--- src/rtl/rv_mem_arb.sv ---
// rv_mem_arb -- single-port RAM arbiter between the rv_core fetch port (i_*)
// and data port (d_*).
//
// Each cycle one requester is granted the RAM. Data normally wins. A fetch
// that has been denied IWAIT_MAX cycles in a row wins once. Read data comes
// back one cycle after the grant and is steered by the registered owner.
// The i_rdy/d_rdy handshakes are registered and stall the core.
//
// Build option:
//   MEM_ARB_WBUF_EN  adds a one-entry posted write buffer. A write is absorbed
//                    without taking the RAM and drains later. Reads of a
//                    buffered word stall until that word has drained.
//
// Ports:
//   clk, xreset         clock; asynchronous active-low reset
//   i_adr/i_re          fetch request     -> i_dr/i_rdy fetch response
//   d_adr/d_re/d_we/d_dw data request     -> d_dr/d_rdy data response
//   m_adr/m_re/m_we/m_dw RAM command      <- m_dr RAM read data (1-cycle latency)
module rv_mem_arb #(
    parameter int IWAIT_MAX = 4,
    parameter int AW        = 32
) (
    input  logic          clk,
    input  logic          xreset,
    input  logic [31:0]   i_adr,
    input  logic          i_re,
    output logic [31:0]   i_dr,
    output logic          i_rdy,
    input  logic [31:0]   d_adr,
    input  logic          d_re,
    input  logic [3:0]    d_we,
    input  logic [31:0]   d_dw,
    output logic [31:0]   d_dr,
    output logic          d_rdy,
    output logic [AW-1:0] m_adr,
    output logic          m_re,
    output logic [3:0]    m_we,
    output logic [31:0]   m_dw,
    input  logic [31:0]   m_dr
);

    typedef enum logic [1:0] {OWN_NONE, OWN_I, OWN_DR, OWN_DW} own_t;

    own_t          own;
    logic [3:0]    iwait;
    logic [31:0]   ilast;
    logic [AW-1:0] adr_q;      // last driven RAM address, held while idle
    logic [31:0]   dw_q;       // last driven RAM write data, held while idle

    logic          ireq, dwr, dreq, starve;
    logic          gnt_i;      // fetch owns the RAM this cycle
    logic          d_rd;       // data read issued to the RAM this cycle
    logic          d_acc;      // data request satisfied this cycle
    logic [AW-1:0] drv_adr;
    logic [3:0]    drv_we;
    logic [31:0]   drv_dw;

    assign ireq   = i_re;
    assign dwr    = |d_we;
    assign dreq   = d_re | dwr;
    assign starve = (iwait == 4'(IWAIT_MAX));

`ifdef MEM_ARB_WBUF_EN
    logic          wb_v;
    logic [AW-1:0] wb_adr;
    logic [3:0]    wb_we;
    logic [31:0]   wb_dw;
    logic          hazard, rd_req, drain_req, wb_drain, wb_cap;
    logic [AW-1:0] d_adr_w;

    assign d_adr_w = AW'(d_adr);
`endif

    // Grant and RAM drive. Grants are gated by xreset so that no access is
    // issued while reset is held, even if the core keeps requesting.
    always_comb begin
        gnt_i   = 1'b0;
        d_rd    = 1'b0;
        d_acc   = 1'b0;
        drv_adr = adr_q;
        drv_we  = 4'b0;
        drv_dw  = dw_q;
`ifdef MEM_ARB_WBUF_EN
        wb_drain  = 1'b0;
        wb_cap    = 1'b0;
        hazard    = d_re & wb_v & (d_adr_w[AW-1:2] == wb_adr[AW-1:2]);
        rd_req    = d_re & ~hazard;
        // A drain occupies the data slot. A read hitting the buffered word
        // forces the drain. Otherwise the read would wait forever, because
        // its own d_re blocks the idle-cycle drain.
        drain_req = wb_v & (hazard | dwr | (~ireq & ~d_re));
        if (xreset) begin
            gnt_i    = ireq & (starve | ~(rd_req | drain_req));
            d_rd     = rd_req & ~gnt_i;
            wb_drain = drain_req & ~gnt_i & ~d_rd;
            wb_cap   = dwr & (~wb_v | wb_drain);
        end
        d_acc = d_rd | wb_cap;
        if (wb_drain) begin
            drv_adr = wb_adr;
            drv_we  = wb_we;
            drv_dw  = wb_dw;
        end else if (d_rd) begin
            drv_adr = d_adr_w;
            drv_dw  = d_dw;
        end
`else
        if (xreset) begin
            gnt_i = ireq & (starve | ~dreq);
            d_acc = dreq & ~gnt_i;
        end
        d_rd = d_acc & d_re;
        if (d_acc) begin
            drv_adr = AW'(d_adr);
            drv_we  = d_we;
            drv_dw  = d_dw;
        end
`endif
        if (gnt_i) begin
            drv_adr = AW'(i_adr);
            drv_we  = 4'b0;
        end
    end

    assign m_adr = drv_adr;
    assign m_re  = gnt_i | d_rd;
    assign m_we  = drv_we;
    assign m_dw  = drv_dw;

    // Read steering for the access granted last cycle.
    assign i_dr = (own == OWN_I)  ? m_dr : ilast;
    assign d_dr = (own == OWN_DR) ? m_dr : 32'h0;

    always_ff @(posedge clk or negedge xreset) begin
        if (!xreset) begin
            adr_q <= '0;
            dw_q  <= '0;
            iwait <= '0;
            own   <= OWN_NONE;
            ilast <= '0;
            i_rdy <= 1'b1;
            d_rdy <= 1'b1;
        end else begin
            adr_q <= drv_adr;
            dw_q  <= drv_dw;
            if (!ireq || gnt_i)
                iwait <= '0;
            else if (!starve)
                iwait <= iwait + 4'd1;
            if (gnt_i)
                own <= OWN_I;
            else if (d_rd)
                own <= OWN_DR;
            else if (|drv_we)
                own <= OWN_DW;
            else
                own <= OWN_NONE;
            if (own == OWN_I)
                ilast <= m_dr;
            i_rdy <= ~ireq | gnt_i;
            d_rdy <= ~dreq | d_acc;
        end
    end

`ifdef MEM_ARB_WBUF_EN
    always_ff @(posedge clk or negedge xreset) begin
        if (!xreset) begin
            wb_v   <= 1'b0;
            wb_adr <= '0;
            wb_we  <= '0;
            wb_dw  <= '0;
        end else if (wb_cap) begin
            // Capturing in a drain cycle replaces the drained entry.
            wb_v   <= 1'b1;
            wb_adr <= d_adr_w;
            wb_we  <= d_we;
            wb_dw  <= d_dw;
        end else if (wb_drain) begin
            wb_v   <= 1'b0;
        end
    end
`endif

endmodule

--- config.mk ---
export PLATFORM = sky130hd
export DESIGN_NAME = rv_mem_arb
export DESIGN_NICKNAME = d
export VERILOG_FILES = /design/src/rtl/rv_mem_arb.sv
export SDC_FILE = /design/constraint.sdc
export NUM_CORES = 1
export LEC_CHECK = 0
export ABC_AREA = 1
export CAP_MARGIN = 5
export CELL_PAD_IN_SITES_DETAIL_PLACEMENT = 0
export CELL_PAD_IN_SITES_GLOBAL_PLACEMENT = 1
export CORE_MARGIN = 3
export CORE_UTILIZATION = 27
export CTS_CLUSTER_SIZE = 20
export DETAILED_ROUTE_END_ITERATION = 8
export PLACE_DENSITY_LB_ADDON = 0.1
export RECOVER_POWER = 25
export SLEW_MARGIN = 5
export SYNTH_ARGS = -nofsm -noshare
export SYNTH_HDL_FRONTEND = slang
export SYNTH_SLANG_ARGS = --single-unit
--- constraint.sdc ---
create_clock -name clk -period 1.99 [get_ports clk]
set_input_delay 0.2985 -clock clk [delete_from_list [all_inputs] [get_ports clk]]
set_output_delay 0.2985 -clock clk [all_outputs]
set_load 0.02 [all_outputs]
## After elaboration in Yosys (flattened, before gate mapping)

Index checks and enable logic that the tools add are counted.

| operators by class | value |
|---|---|
| magnitude comparators | 0 |
| multiplexer cells | 14 |
| equality and inequality tests | 4 |
| shift operators | 0 |
| divide/modulo/power cells | 0 |
| bitwise operators | 11 |
| $mul | 0 |
| add/subtract/negate cells | 1 |
| reductions and logical operators | 4 |

Operators with widths:

| operator | number |
|---|---|
| 2-to-1 mux 32 bit | 5 |
| 2-to-1 mux 4 bit | 4 |
| OR reduction 4 bit | 2 |
| 2-to-1 mux 2 bit | 3 |
| OR 1 bit | 5 |
| adder 4 x 1 -> 4 bit, second input constant | 1 |
| == test 4 x 3 -> 1 bit, second input constant | 1 |
| AND 1 bit | 3 |
| NOT 1 bit | 3 |
| == test 2 x 1 -> 1 bit, second input constant | 1 |
| == test 2 bit, second input constant | 1 |
| 2-to-1 mux 1 bit | 2 |
| != test 2 x 1 -> 1 bit, second input constant | 1 |
| logical NOT 1 bit | 1 |
| logical OR 1 bit | 1 |

| storage, ports and cells | value |
|---|---|
| RAM bits | 0 |
| memories kept | 0 |
| logic and storage cells | 41 |
| bits of input ports | 136 |
| bits in latches | 0 |
| ROM bits | 0 |
| output and inout port bits | 135 |
| bits in registers | 104 |

## Longest topological paths before layout

| depth | value |
|---|---|
| depth after elaboration | 14 |
| mapped depth | 10 |

## Worst setup path before layout

OpenSTA, ideal clock, no wires.

| path | value |
|---|---|
| path type | flip-flop to output port |
| start point | register iwait[0] |
| end point | output m_re |
| data arrival time | 1.556 ns |
| cell stages (with the launch flop) | 9 |
| setup slack | 0.136 ns |
| buffers on the path | 1 |
| data required time | 1.691 ns |
| path through | dfrtp_1 -> inv_1 -> ha_1 -> nand2_2 -> nand2_4 -> nand2_4 -> nand2_2 -> buf_6 -> o21ai_0 |

| between the ends | value |
|---|---|
| cells in the longest elaborated chain, start to end | 8 |

Ends and longest elaborated chain:

| what | line | RTL |
|---|---|---|
| start: declaration | 45 | `logic [3:0] iwait;` |
| start signal: assignment | 149 | `iwait <= iwait + 4'd1;` |
| == test 4 x 3 -> 1 bit * | 61 | `assign starve = (iwait == 4'(IWAIT_MAX));` |
| OR 1 bit * | 109 | `gnt_i = ireq & (starve \| ~dreq);` |
| AND 1 bit * | 109 |  |
| NOT 1 bit | 110 | `d_acc = dreq & ~gnt_i;` |
| AND 1 bit | 110 |  |
| 2-to-1 mux 1 bit | 108 | `if (xreset) begin` |
| AND 1 bit | 112 | `d_rd = d_acc & d_re;` |
| OR 1 bit * | 126 | `assign m_re = gnt_i \| d_rd;` |
| end: declaration | 36 | `output logic m_re,` |

Every way passes the cells marked *; elsewhere a longest branch is shown, timed or not.

## Worst setup path in the final report

| path | value |
|---|---|
| start point | register iwait[0] |
| end point | output m_adr[5] |

| between the ends | value |
|---|---|
| cells in the longest elaborated chain, start to end | 8 |

Ends and longest elaborated chain:

| what | line | RTL |
|---|---|---|
| == test 4 x 3 -> 1 bit * | 61 |  |
| OR 1 bit * | 109 |  |
| AND 1 bit * | 109 |  |
| NOT 1 bit | 110 |  |
| AND 1 bit | 110 |  |
| 2-to-1 mux 1 bit | 108 |  |
| 2-to-1 mux 32 bit | 113 | `if (d_acc) begin` |
| 2-to-1 mux 32 bit * | 119 | `if (gnt_i) begin` |
| end: declaration | 35 | `output logic [AW-1:0] m_adr,` |

Marks and branches as above.

==> run metrics <==
Fillers between 1500 and 2000; HPWL Detailed around 12 mm; initial antenna violation count 0; Worst-path clk slew 0.08 ns; DRT Pass-1 Iters 5; post-synthesis mux area share 0%; syn_nets 802; post-layout util 56.1%; Root Driver clkbuf_16; diode count 0; CP Max Fanout 6; syn avg cell area 7.55 um^2; pin count of the biggest net entering global routing 65; die height 142 um; final count of hold timing violations 0; max_cap viols 2; Worst path depth 10; fin worst setup slack -0.198 ns; startpoint types flop; leakage 5.48 nW; Mapped Area approximately 0.005 mm^2; reg2reg setup slack 0.19 ns; Max Slew Vio Count between 90 and 100; Vias/cell between 4 and 5; TritonCTS clock tree built; EDFF count, synth 0; GRT Total Usage 17.3%; hold crit path type primary input to asynchronous set/reset pin; first-pass GRT wire length roughly 28 mm; via count 5540; CP endpoint m_adr[5]; vias in the first global route approximately 5700; WHS 0.226 ns; post-synth top area share 50.9%; layout cells sized above 1 a little under two fifths; Die X between 100 and 150 um; critical path class flop to output port; Required @ worst endpoint 1.69 ns; reg2reg start iwait[0]$_DFFE_PN0P_; Layout Nets roughly 1200; Setup-failing EPs final 65; CP bufs+invs 4; pwr/cell area around 900 mW/mm^2; unrepaired setup endpoints after global routing yes; Tightest Pin Transition 1.63 ns; die area 0.0202 mm^2; final worst-path cycle share 110%; largest family of logic cells by synthesized area simple AND/OR/NAND/NOR gates; sequential share of the synthesized area around 52%; YS warnings 0; grt total ovfl 0; cell family with most CP delay buffers and inverters; largest cells by area after synthesis dfrtp_1 (51%), nand2_1 (22%), inv_1 (7.9%); RD Place Congestion roughly 0.86; complex-gate fraction of the synthesized area 3.77%; H-tree depth 3; CP arrival 1.89 ns; cell taking the most area after synthesis dfrtp_1; dominant synthesized flop cell dfrtp_1; Post-Synth Adder-Cell Area 0.499%; Yosys reg bits 104; crit path capture type output port; DRT iter0 DRCs about 200; launch point of the critical path iwait[0]$_DFFE_PN0P_; XOR/XNOR share of the synthesized area 0.349%; IO Pins 271; num rows 49; crit path time final 2.19 ns; Max Freq about 0.46 GHz; Final ANT Viol Nets 0; starting density of the core 27.7%; synthesized instance count approximately 660; reg2reg path depth 12; PortBufs 270; post-synthesis simple-gate area fraction between 30% and 40%; maximum vdd drop 0.414 mV; status complete, but fails checks; Slowest-stage cell, CP dfrtp_1; CP max stage delay about 0.40 ns; Async SR Flop Fraction 100%; Avg WL per Cell about 15 um; Core Region 0.0181 mm^2; Yosys cell types 25; Total Wirelength 19.0 mm; clk_lat worst skew 0.35 ns; drt drc 0; clock buffer depth 2; violated checks max-capacitance violations, max-slew violations, negative setup slack; reg-to-reg endpoint own[0]$_DFF_PN0_; clock sink count 104; CTS Buf Count 9; CP Cell Sequence inv_2 > ha_4 > nand2_4 > nand2_8 > nand3_4 > inv_8 > clkbuf_16 > nand2_1 > nand2_2 > buf_6; worst relative slew slack -8.93%; Worst Skew 0.00990 ns; Syn-to-layout area delta 102%
[how the worst min path moves through the flow]
stage / end / slack [ns] / cells past startpoint
after floorplan: adr_q[0]$_DFF_PN0_ / 0.003 / 0
after global placement: dw_q[11]$_DFF_PN0_ / 0.13 / 1
after detailed placement: dw_q[11]$_DFF_PN0_ / 0.13 / 1
after CTS: dw_q[8]$_DFF_PN0_ / 0.007 / 2
after global routing: dw_q[8]$_DFF_PN0_ / 0.30 / 2
final: dw_q[8]$_DFF_PN0_ / 0.23 / 2
[cells in the mapped netlist (3+ instances only)]
library cell and count:
nand2_1 296, inv_1 105, dfrtp_1 102, nor2_1 37, o21ai_0 33, nand3b_1 32, clkbuf_1 13, buf_2 12
buf_6 4, a21oi_1 3, buf_4 3, inv_2 3, nand2_2 3, nand3_1 3
[worst register-to-register path: cells and delay by family (launching register included)]
family	cells	cell delay, ns
compound gates	1	0.07
buf+inv	6	0.82
simple gates	4	0.27
flops	1	0.40
fa+ha+maj	1	0.15
[stage by stage]
| step | instance area (um^2) | setup TNS [ns] | power [mW] | std cells | setup slack [ns] |
|---|---|---|---|---|---|
| final | 10100 | -10.63 | 9.16 | 1297 | -0.198 |
| after global routing | 10100 | -16.77 | 9.71 | 1297 | -0.298 |
| after CTS | 9570 | -8.87 | 8.94 | 1270 | -0.172 |
| after detailed placement | 8650 | -43.63 | 6.79 | 1227 | -0.650 |
| after global placement | 8650 | -42.08 | 6.74 | 1227 | -0.626 |
| after floorplan | 5020 | 0 | 4.47 | 664 | 0.136 |
[registers in the layout, indices dropped and copies added (netlist names)]
| register | cells |
|---|---|
| dw_q | 32 |
| own | 2 |
| iwait | 4 |
| d_rdy | 1 |
| i_rdy | 1 |
| adr_q | 32 |
| ilast | 32 |
[per-layer routing]
metal,global-route usage [%],routed length [um],vias to the layer above
li1,-,-,2755
met5,0,0,-
met2,30.7,9600,191
met1,21.3,8030,2570
met3,3.19,1020,24
met4,5.65,362,0
[where the power goes]
part | switching, mW | internal (mW) | total (mW)
Clock | 0.813 | 0.997 | 1.81
Sequential | 0.135 | 2.61 | 2.74
Combinational | 2.36 | 2.25 | 4.61
[timing repair]
action                                  4_1_cts  5_1_grt
hold buffers                                  1        0
setup buffers                                19       22
pin swaps                                    20       43
endpoints found under the setup margin      133       88
gates resized for setup                     777       84
hold endpoints to repair                      1        0
gates cloned                                  7        5
[kinds of logic after synthesis]
family	count (synthesis)
compound gates	37
xor+xnor	2
fa+ha+maj	2
buf+inv	140
flops	104
simple gates	379
[placed cells by master, fill, tap and decap left out, types with 3 or more instances in the layout]
cell type / instances
clkdlybuf4s50_1: 132
inv_1: 104
o21ai_1: 22
nand3_1: 3
buf_12: 9
buf_2: 27
dlygate4sd2_1: 35
clkbuf_16: 13
nor2_2: 3
clkbuf_1: 3
nand2_4: 59
buf_6: 71
buf_16: 6
a21oi_1: 3
o21ai_2: 11
dfrtp_1: 102
nand3b_1: 32
nand2_2: 55
inv_2: 3
buf_4: 128
nand2_1: 185
nor2_1: 36
[final cells by class]
class	count	area, um^2	area share, %
flip-flops and latches	104	2610	25.7
repair buffers	420	4040	39.8
well taps	229	287	2.83
clock inverters	6	75.1	0.740
inverters	108	413	4.07
clock buffers	10	229	2.26
multi-input cells	420	2490	24.6
No activity file was read; power rests on OpenSTA's default activity.
